--- src/rtl/sd_pkg.sv ---
// -----------------------------------------------------------------------------
// sd_pkg
// Shared definitions for the bit-serial sequence-detector path: the default
// word width and the state encoding used by the serializer. The encoding
// follows the same style as the detector's state encoding.
// Optional feature macro: SD_SER_PARITY_EN (adds a PARITY state to the serializer).
// -----------------------------------------------------------------------------
package sd_pkg;

    // Default parallel word width for the serializer feeding the detector.
    localparam int unsigned SD_WORD_W = 8;

    // Width of the state encoding.
    localparam int unsigned SD_STATE_W = 2;

    // Serializer state encoding. PARITY is only reachable when the parity
    // feature is compiled in.
    typedef enum logic [SD_STATE_W-1:0] {
        SD_IDLE   = 2'd0,
        SD_SHIFT  = 2'd1,
        SD_PARITY = 2'd2
    } sd_state_e;

endpackage : sd_pkg

--- src/rtl/sd_bit_serializer.sv ---
// -----------------------------------------------------------------------------
// sd_bit_serializer
// Upstream feeder for the bit-serial sequence detector. Accepts parallel words
// over a valid/ready handshake and shifts them out one bit per clock. A word
// accepted in the last-bit cycle follows the previous word with no gap, so
// multi-word patterns reach the detector contiguously.
//
// Parameters:
//   WIDTH      bits per input word (2..32)
//   MSB_FIRST  1: bit WIDTH-1 goes out first; 0: bit 0 goes out first
//
// Ports:
//   clk        system clock, rising edge
//   reset      asynchronous active-high reset
//   in_data    parallel word, sampled only on a transfer
//   in_valid   in_data is valid
//   in_ready   block can accept a word this cycle (from state/counter only)
//   dout       serial bit, drives the detector din; 0 outside SHIFT/PARITY
//   dout_valid dout carries a payload (or parity) bit
//   busy       a word is in flight
//
// Optional feature macro: SD_SER_PARITY_EN
//   When defined, each word is followed by one even-parity bit (XOR of the
//   captured word), so a word occupies WIDTH+1 cycles.
// -----------------------------------------------------------------------------
module sd_bit_serializer
    import sd_pkg::*;
#(
    parameter int unsigned WIDTH     = SD_WORD_W,
    parameter bit          MSB_FIRST = 1'b1
) (
    input  logic             clk,
    input  logic             reset,
    input  logic [WIDTH-1:0] in_data,
    input  logic             in_valid,
    output logic             in_ready,
    output logic             dout,
    output logic             dout_valid,
    output logic             busy
);

    localparam int unsigned CW = $clog2(WIDTH);

    localparam logic [SD_STATE_W-1:0] ST_IDLE   = SD_STATE_W'(SD_IDLE);
    localparam logic [SD_STATE_W-1:0] ST_SHIFT  = SD_STATE_W'(SD_SHIFT);
`ifdef SD_SER_PARITY_EN
    localparam logic [SD_STATE_W-1:0] ST_PARITY = SD_STATE_W'(SD_PARITY);
`endif

    logic [SD_STATE_W-1:0] state_q, state_d;
    logic [WIDTH-1:0]      shreg_q, shreg_d;
    logic [CW-1:0]         cnt_q,   cnt_d;
`ifdef SD_SER_PARITY_EN
    logic                  parity_q, parity_d;
`endif

    logic             xfer;
    logic             last_bit;
    logic             head_bit;
    logic [WIDTH-1:0] shreg_shifted;

    // Head of the shift register and the register advanced by one bit.
    assign head_bit      = MSB_FIRST ? shreg_q[WIDTH-1] : shreg_q[0];
    assign shreg_shifted = MSB_FIRST ? {shreg_q[WIDTH-2:0], 1'b0}
                                     : {1'b0, shreg_q[WIDTH-1:1]};

    assign last_bit = (state_q == ST_SHIFT) && (cnt_q == '0);

    // Ready depends only on registered state, never on in_valid.
`ifdef SD_SER_PARITY_EN
    assign in_ready = (state_q == ST_IDLE) || (state_q == ST_PARITY);
`else
    assign in_ready = (state_q == ST_IDLE) || last_bit;
`endif

    assign xfer = in_valid && in_ready;

    // State register, async active-high reset.
    always_ff @(posedge clk or posedge reset) begin
        if (reset) begin
            state_q  <= ST_IDLE;
            shreg_q  <= '0;
            cnt_q    <= '0;
`ifdef SD_SER_PARITY_EN
            parity_q <= 1'b0;
`endif
        end else begin
            state_q  <= state_d;
            shreg_q  <= shreg_d;
            cnt_q    <= cnt_d;
`ifdef SD_SER_PARITY_EN
            parity_q <= parity_d;
`endif
        end
    end

    // Next-state logic. A transfer always loads the word and (re)starts SHIFT,
    // whichever state accepted it.
    always_comb begin
        state_d  = state_q;
        shreg_d  = shreg_q;
        cnt_d    = cnt_q;
`ifdef SD_SER_PARITY_EN
        parity_d = parity_q;
`endif

        case (state_q)
            ST_IDLE: begin
                state_d = ST_IDLE;
            end
            ST_SHIFT: begin
                shreg_d = shreg_shifted;
                if (cnt_q == '0) begin
`ifdef SD_SER_PARITY_EN
                    state_d = ST_PARITY;
`else
                    state_d = ST_IDLE;
`endif
                end else begin
                    cnt_d = cnt_q - CW'(1);
                end
            end
`ifdef SD_SER_PARITY_EN
            ST_PARITY: begin
                state_d = ST_IDLE;
            end
`endif
            default: begin
                state_d = ST_IDLE;
                shreg_d = '0;
                cnt_d   = '0;
            end
        endcase

        // in_ready already restricts xfer to states that may accept a word.
        if (xfer) begin
            state_d  = ST_SHIFT;
            shreg_d  = in_data;
            cnt_d    = CW'(WIDTH - 1);
`ifdef SD_SER_PARITY_EN
            parity_d = ^in_data;
`endif
        end
    end

    // Outputs decoded from registered state; dout forced low when idle.
`ifdef SD_SER_PARITY_EN
    assign dout       = (state_q == ST_SHIFT)  ? head_bit :
                        (state_q == ST_PARITY) ? parity_q : 1'b0;
    assign dout_valid = (state_q == ST_SHIFT) || (state_q == ST_PARITY);
`else
    assign dout       = (state_q == ST_SHIFT) ? head_bit : 1'b0;
    assign dout_valid = (state_q == ST_SHIFT);
`endif

    assign busy = (state_q != ST_IDLE);

endmodule : sd_bit_serializer

--- config.mk ---
export PLATFORM = sky130hd
export DESIGN_NAME = sd_bit_serializer
export DESIGN_NICKNAME = d
export VERILOG_FILES = /design/src/rtl/sd_pkg.sv /design/src/rtl/sd_bit_serializer.sv
export SDC_FILE = /design/constraint.sdc
export NUM_CORES = 1
export LEC_CHECK = 0
export ABC_AREA = 1
export CORE_MARGIN = 5
export CORE_UTILIZATION = 51
export DETAILED_ROUTE_END_ITERATION = 6
export HOLD_SLACK_MARGIN = 0.12
export PLACE_DENSITY = 0.8
export SYNTH_ARGS = -nofsm -noshare
export SYNTH_HDL_FRONTEND = slang
export SYNTH_SLANG_ARGS = --single-unit
--- constraint.sdc ---
create_clock -name clk -period 1.85 [get_ports clk]
set_input_delay 0.37 -clock clk [delete_from_list [all_inputs] [get_ports clk]]
set_output_delay 0.37 -clock clk [all_outputs]
set_load 0.05 [all_outputs]
# Word level (Yosys, flattened, before mapping)
# Cells that the tools add are included.
[totals]
regBits = 13
latchBits = 0
ramBits = 0
mem_bits_ro = 0
in_bits = 11
output_inout_bits = 4
mem_count = 0
[op_classes]
add_sub_neg = 1
n_mul = 0
n_div = 0
n_lt_le_gt_ge = 0
eq_ne = 4
shift = 0
n_mux = 9
bitwise = 0
n_reduce_logical = 7
[ops]
columns = ["operator", "count"]
rows = [
  ["$pmux 8 s2", 1],
  ["$mux 8", 1],
  ["$mux 2", 3],
  ["$mux 3", 2],
  ["$pmux 3 s2", 1],
  ["$logic_not 3->1", 1],
  ["$ne 3x1->1 const B", 1],
  ["$ne 3x3->1 const B", 1],
  ["$sub 3x1->3 const B", 1],
  ["$eq 2x1->1 const B", 1],
  ["$logic_and 1x1->1", 2],
  ["$logic_not 2->1", 1],
  ["$ne 2x2->1 const B", 1],
  ["$reduce_and 2->1", 1],
  ["$reduce_bool 2->1", 1],
  ["$logic_or 1x1->1", 1],
  ["$mux 1", 1],
]

# Depth between registers and ports, before layout
[depth]
word_depth = 6
depth_mapped = 8

# Worst setup path after synthesis
# No wires, ideal clock.
[synth_timing]
path_type = "flip-flop to output port"
startpoint = "register state_q[0]"
endpoint = "output dout"
arrival_ns = 1.278
required_ns = 1.480
slack_ns = 0.202
stages_incl_launch_ff = 4
path_cell_list = "dfrtp_1 buf_6 nand2_1 inv_1"
[synth_via]
elab_chain_len = 2
[synth_rtl]
columns = ["element", "line", "text"]
rows = [
  ["start, declared", "sd_bit_serializer.sv:50", "logic [SD_STATE_W-1:0] state_q, state_d;"],
  ["start signal, assigned", "sd_bit_serializer.sv:88", "state_q <= state_d;"],
  ["$eq 2x1->1", "sd_bit_serializer.sv:152", "assign dout = (state_q == ST_SHIFT) ? head_bit : 1'b0;"],
  ["$mux 1", "sd_bit_serializer.sv:152", ""],
  ["end, declared", "sd_bit_serializer.sv:37", "output logic dout,"],
]
# Every way passes these cells.

# Worst setup path in the final report
[layout_timing]
startpoint = "register cnt_q[0]"
endpoint = "output in_ready"
[layout_via]
elab_chain_len = 3
[layout_rtl]
columns = ["element", "line", "text"]
rows = [
  ["start, declared", "sd_bit_serializer.sv:52", "logic [CW-1:0] cnt_q, cnt_d;"],
  ["start signal, assigned", "sd_bit_serializer.sv:90", "cnt_q <= cnt_d;"],
  ["$logic_not 3->1", "sd_bit_serializer.sv:67", "assign last_bit = (state_q == ST_SHIFT) && (cnt_q == '0);"],
  ["$logic_and 1x1->1", "sd_bit_serializer.sv:67", ""],
  ["$logic_or 1x1->1", "sd_bit_serializer.sv:73", "assign in_ready = (state_q == ST_IDLE) || last_bit;"],
  ["end, declared", "sd_bit_serializer.sv:36", "output logic in_ready,"],
]
# Every way passes these cells.

==> impl_metrics.tcl <==
set metrics [dict create \
    core_um2 1280 \
    status "complete, no violations" \
    final_cell_mix "29 x nand2_1, 15 x nand3_1, 14 x inv_1" \
    hold_viol 0 \
    viasPerCell 4.82 \
    min_period_over_period_pct 93.6 \
    rsz0062_at_grt "false" \
    crit_path_end_kind "output port" \
    final_common_cell "nand2_1" \
    die_h_um 46.5 \
    ys_types 14 \
    comb_power_share_pct 53.2 \
    cts_resized 0 \
    grt_max_degree 14 \
    postCtsSetupBuffers 0 \
    synth_cells 86 \
    ys_ff_latch 12 \
    syn2layout_area_growth_pct 31.3 \
    cap_viol_max_count 0 \
    p_int_mw 0.775 \
    cp-start-kind "register" \
    cp.required_ns 1.48 \
    drt_wl_total_um 1330 \
    postRouteAntennaNets 0 \
    io_buffers 14 \
    firstDrtPassIters 4 \
    drv_slew 0 \
    slew-limit-headroom_pct 68.7 \
    antennaDiodeCount 0 \
    dp_hpwl_um 1000 \
    drc 0 \
    fmax_mhz 577 \
    synth_top_area_share_pct 44.2 \
    overflow 0 \
    final.setup.tns_ns 0 \
    place_ws_ns 0.286 \
    fin_nets 116 \
    min_path_type "in -> async" \
    rrSetupSlack_ns 0.49 \
    fin_worst_skew_ns 0.00133 \
    powerDensity_nw_per_um2 1510 \
    fp.dieArea_um2 2160 \
    p_seq_share_pct 31.2 \
    cts_buffers 3 \
    critPathMaxFanout 13 \
    netlist_area_um2 679 \
    p_switching_mw 0.575 \
    place_congestion 0.825 \
    p_leak_nw 0.496 \
    avgSynthCellArea_um2 7.90 \
    h-tree-depth 1 \
    worst_slew_pin_slew_ns 0.469 \
    synth_nets 99 \
    clock_latency_ns 0.27 \
    layout-drive-gt1-share_pct 17.6 \
    track_usage_pct 15.8 \
    die_w_um 46.5 \
    antenna_found_initial 0 \
    grt_pass1_vias 512 \
    p_clk_share_pct 15.6 \
    initial_core_util_pct 52.9 \
    r2r_start "cnt_q[0]$_DFFE_PP0P_" \
    cts_tree "built" \
    synth.area.top_cells "dfrtp_1 44%, nand2_1 16%, nand3_1 11%, inv_1 7.7%, nand3_2 4.4%" \
    arrival_ns 1.36 \
    clock_path_buffers 2 \
    p_sw_share_pct 42.6 \
    r2r-end "shreg_q[4]$_DFFE_PP0P_" \
    cts_hold_buf 0 \
    yosysTopAreaCell "dfrtp_1" \
    post-route-min-period_ns 1.73 \
    detail_route.wl_per_cell_um 11.4 \
    ios 15 \
    row_count 13 \
    num_vias 564 \
    vdd_ir_drop_max_mv 0.920 \
    ys.warnings.count 0 \
    worst_slack_ns 0.118 \
    clkSinkCount 12 \
    clkTransAtPathRegs_ns 0.08 \
    grt_pass1_wl_um 2290 \
    r2r_cells 7 \
    seq_area_frac_synth_pct 44.2 \
    critical_path_class "reg -> out" \
    root_buffer "clkbuf_4" \
    setup_viol 0 \
    drt_iter0_markers 5 \
]
-- synth_stat cells, drive strengths merged --
master	count
dfrtp	12
inv	15
buf	4
ha	2
o21ai	1
nor2	1
nand4	1
nand2	32
nand3	18
-- critical path, cell delays in order, from the launching register on --
cell	delay, ns
dfrtp_1	0.36
inv_1	0.11
ha_1	0.21
nand2_4	0.07
nand2_4	0.16
buf_12	0.16
-- power groups by stage --
stage	logic [mW]	registers (mW)	clock network [mW]
after floorplan	0.491	0.438	0
after global routing	0.788	0.434	0.230
after detailed placement	0.720	0.426	0
final	0.718	0.421	0.210
after CTS	0.722	0.422	0.220
after global placement	0.702	0.425	0
-- state kept, by name, indices dropped and copies added (netlist names) --
register,count
cnt_q,3
shreg_q,8
state_q,1
-- stage by stage --
stage                     instance area, um^2  hold WS, ns  std cells  util [%]  total power [mW]
after floorplan                           679        0.235         86         -             0.929
after global placement                    856        0.463        113      66.6              1.13
after detailed placement                  856        0.475        113      66.6              1.15
after CTS                                 892        0.404        117      69.4              1.36
after global routing                      892        0.437        117      69.4              1.45
final                                     892        0.401        117      69.4              1.35
-- routing by layer --
layer  track usage, %  vias to the layer above  routed length, um
met1             20.0                      252                629
met2             21.4                       12                603
met4             13.6                        0                 38
li1                 -                      296                  -
met3             4.69                        4                 62
met5                0                        -                  0
-- how the worst max path moves through the flow --
| stage | start | to | cells past startpoint |
|---|---|---|---|
| finish | cnt_q[0]$_DFFE_PP0P_ | in_ready | 5 |
| global route | cnt_q[1]$_DFFE_PP0P_ | in_ready | 5 |
| global placement | in_valid | shreg_q[4]$_DFFE_PP0P_ | 4 |
| floorplan | state_q[0]$_DFFE_PP0P_ | dout | 3 |
| CTS | cnt_q[0]$_DFFE_PP0P_ | in_ready | 5 |
| detailed placement | in_valid | shreg_q[6]$_DFFE_PP0P_ | 4 |
-- cell families (layout without fill, tap and decap cells) --
group           after synthesis  after routing  synth area share (%)
simple gates                 52             52                  37.6
buf+inv                      19             35                  13.8
flops                        12             12                  44.2
fa+ha+maj                     2              2                  3.68
compound gates                1              1                 0.736
-- area by class of cell --
cell class                      count  area (um^2)
Fill cell                          92          393
Sequential cell                    12          300
Tap cell                           15         18.8
Timing Repair Buffer               16          195
Inverter                           15         56.3
Multi-Input combinational cell     55          285
Clock buffer                        4         36.3
No activity file was read; power rests on OpenSTA's default activity.
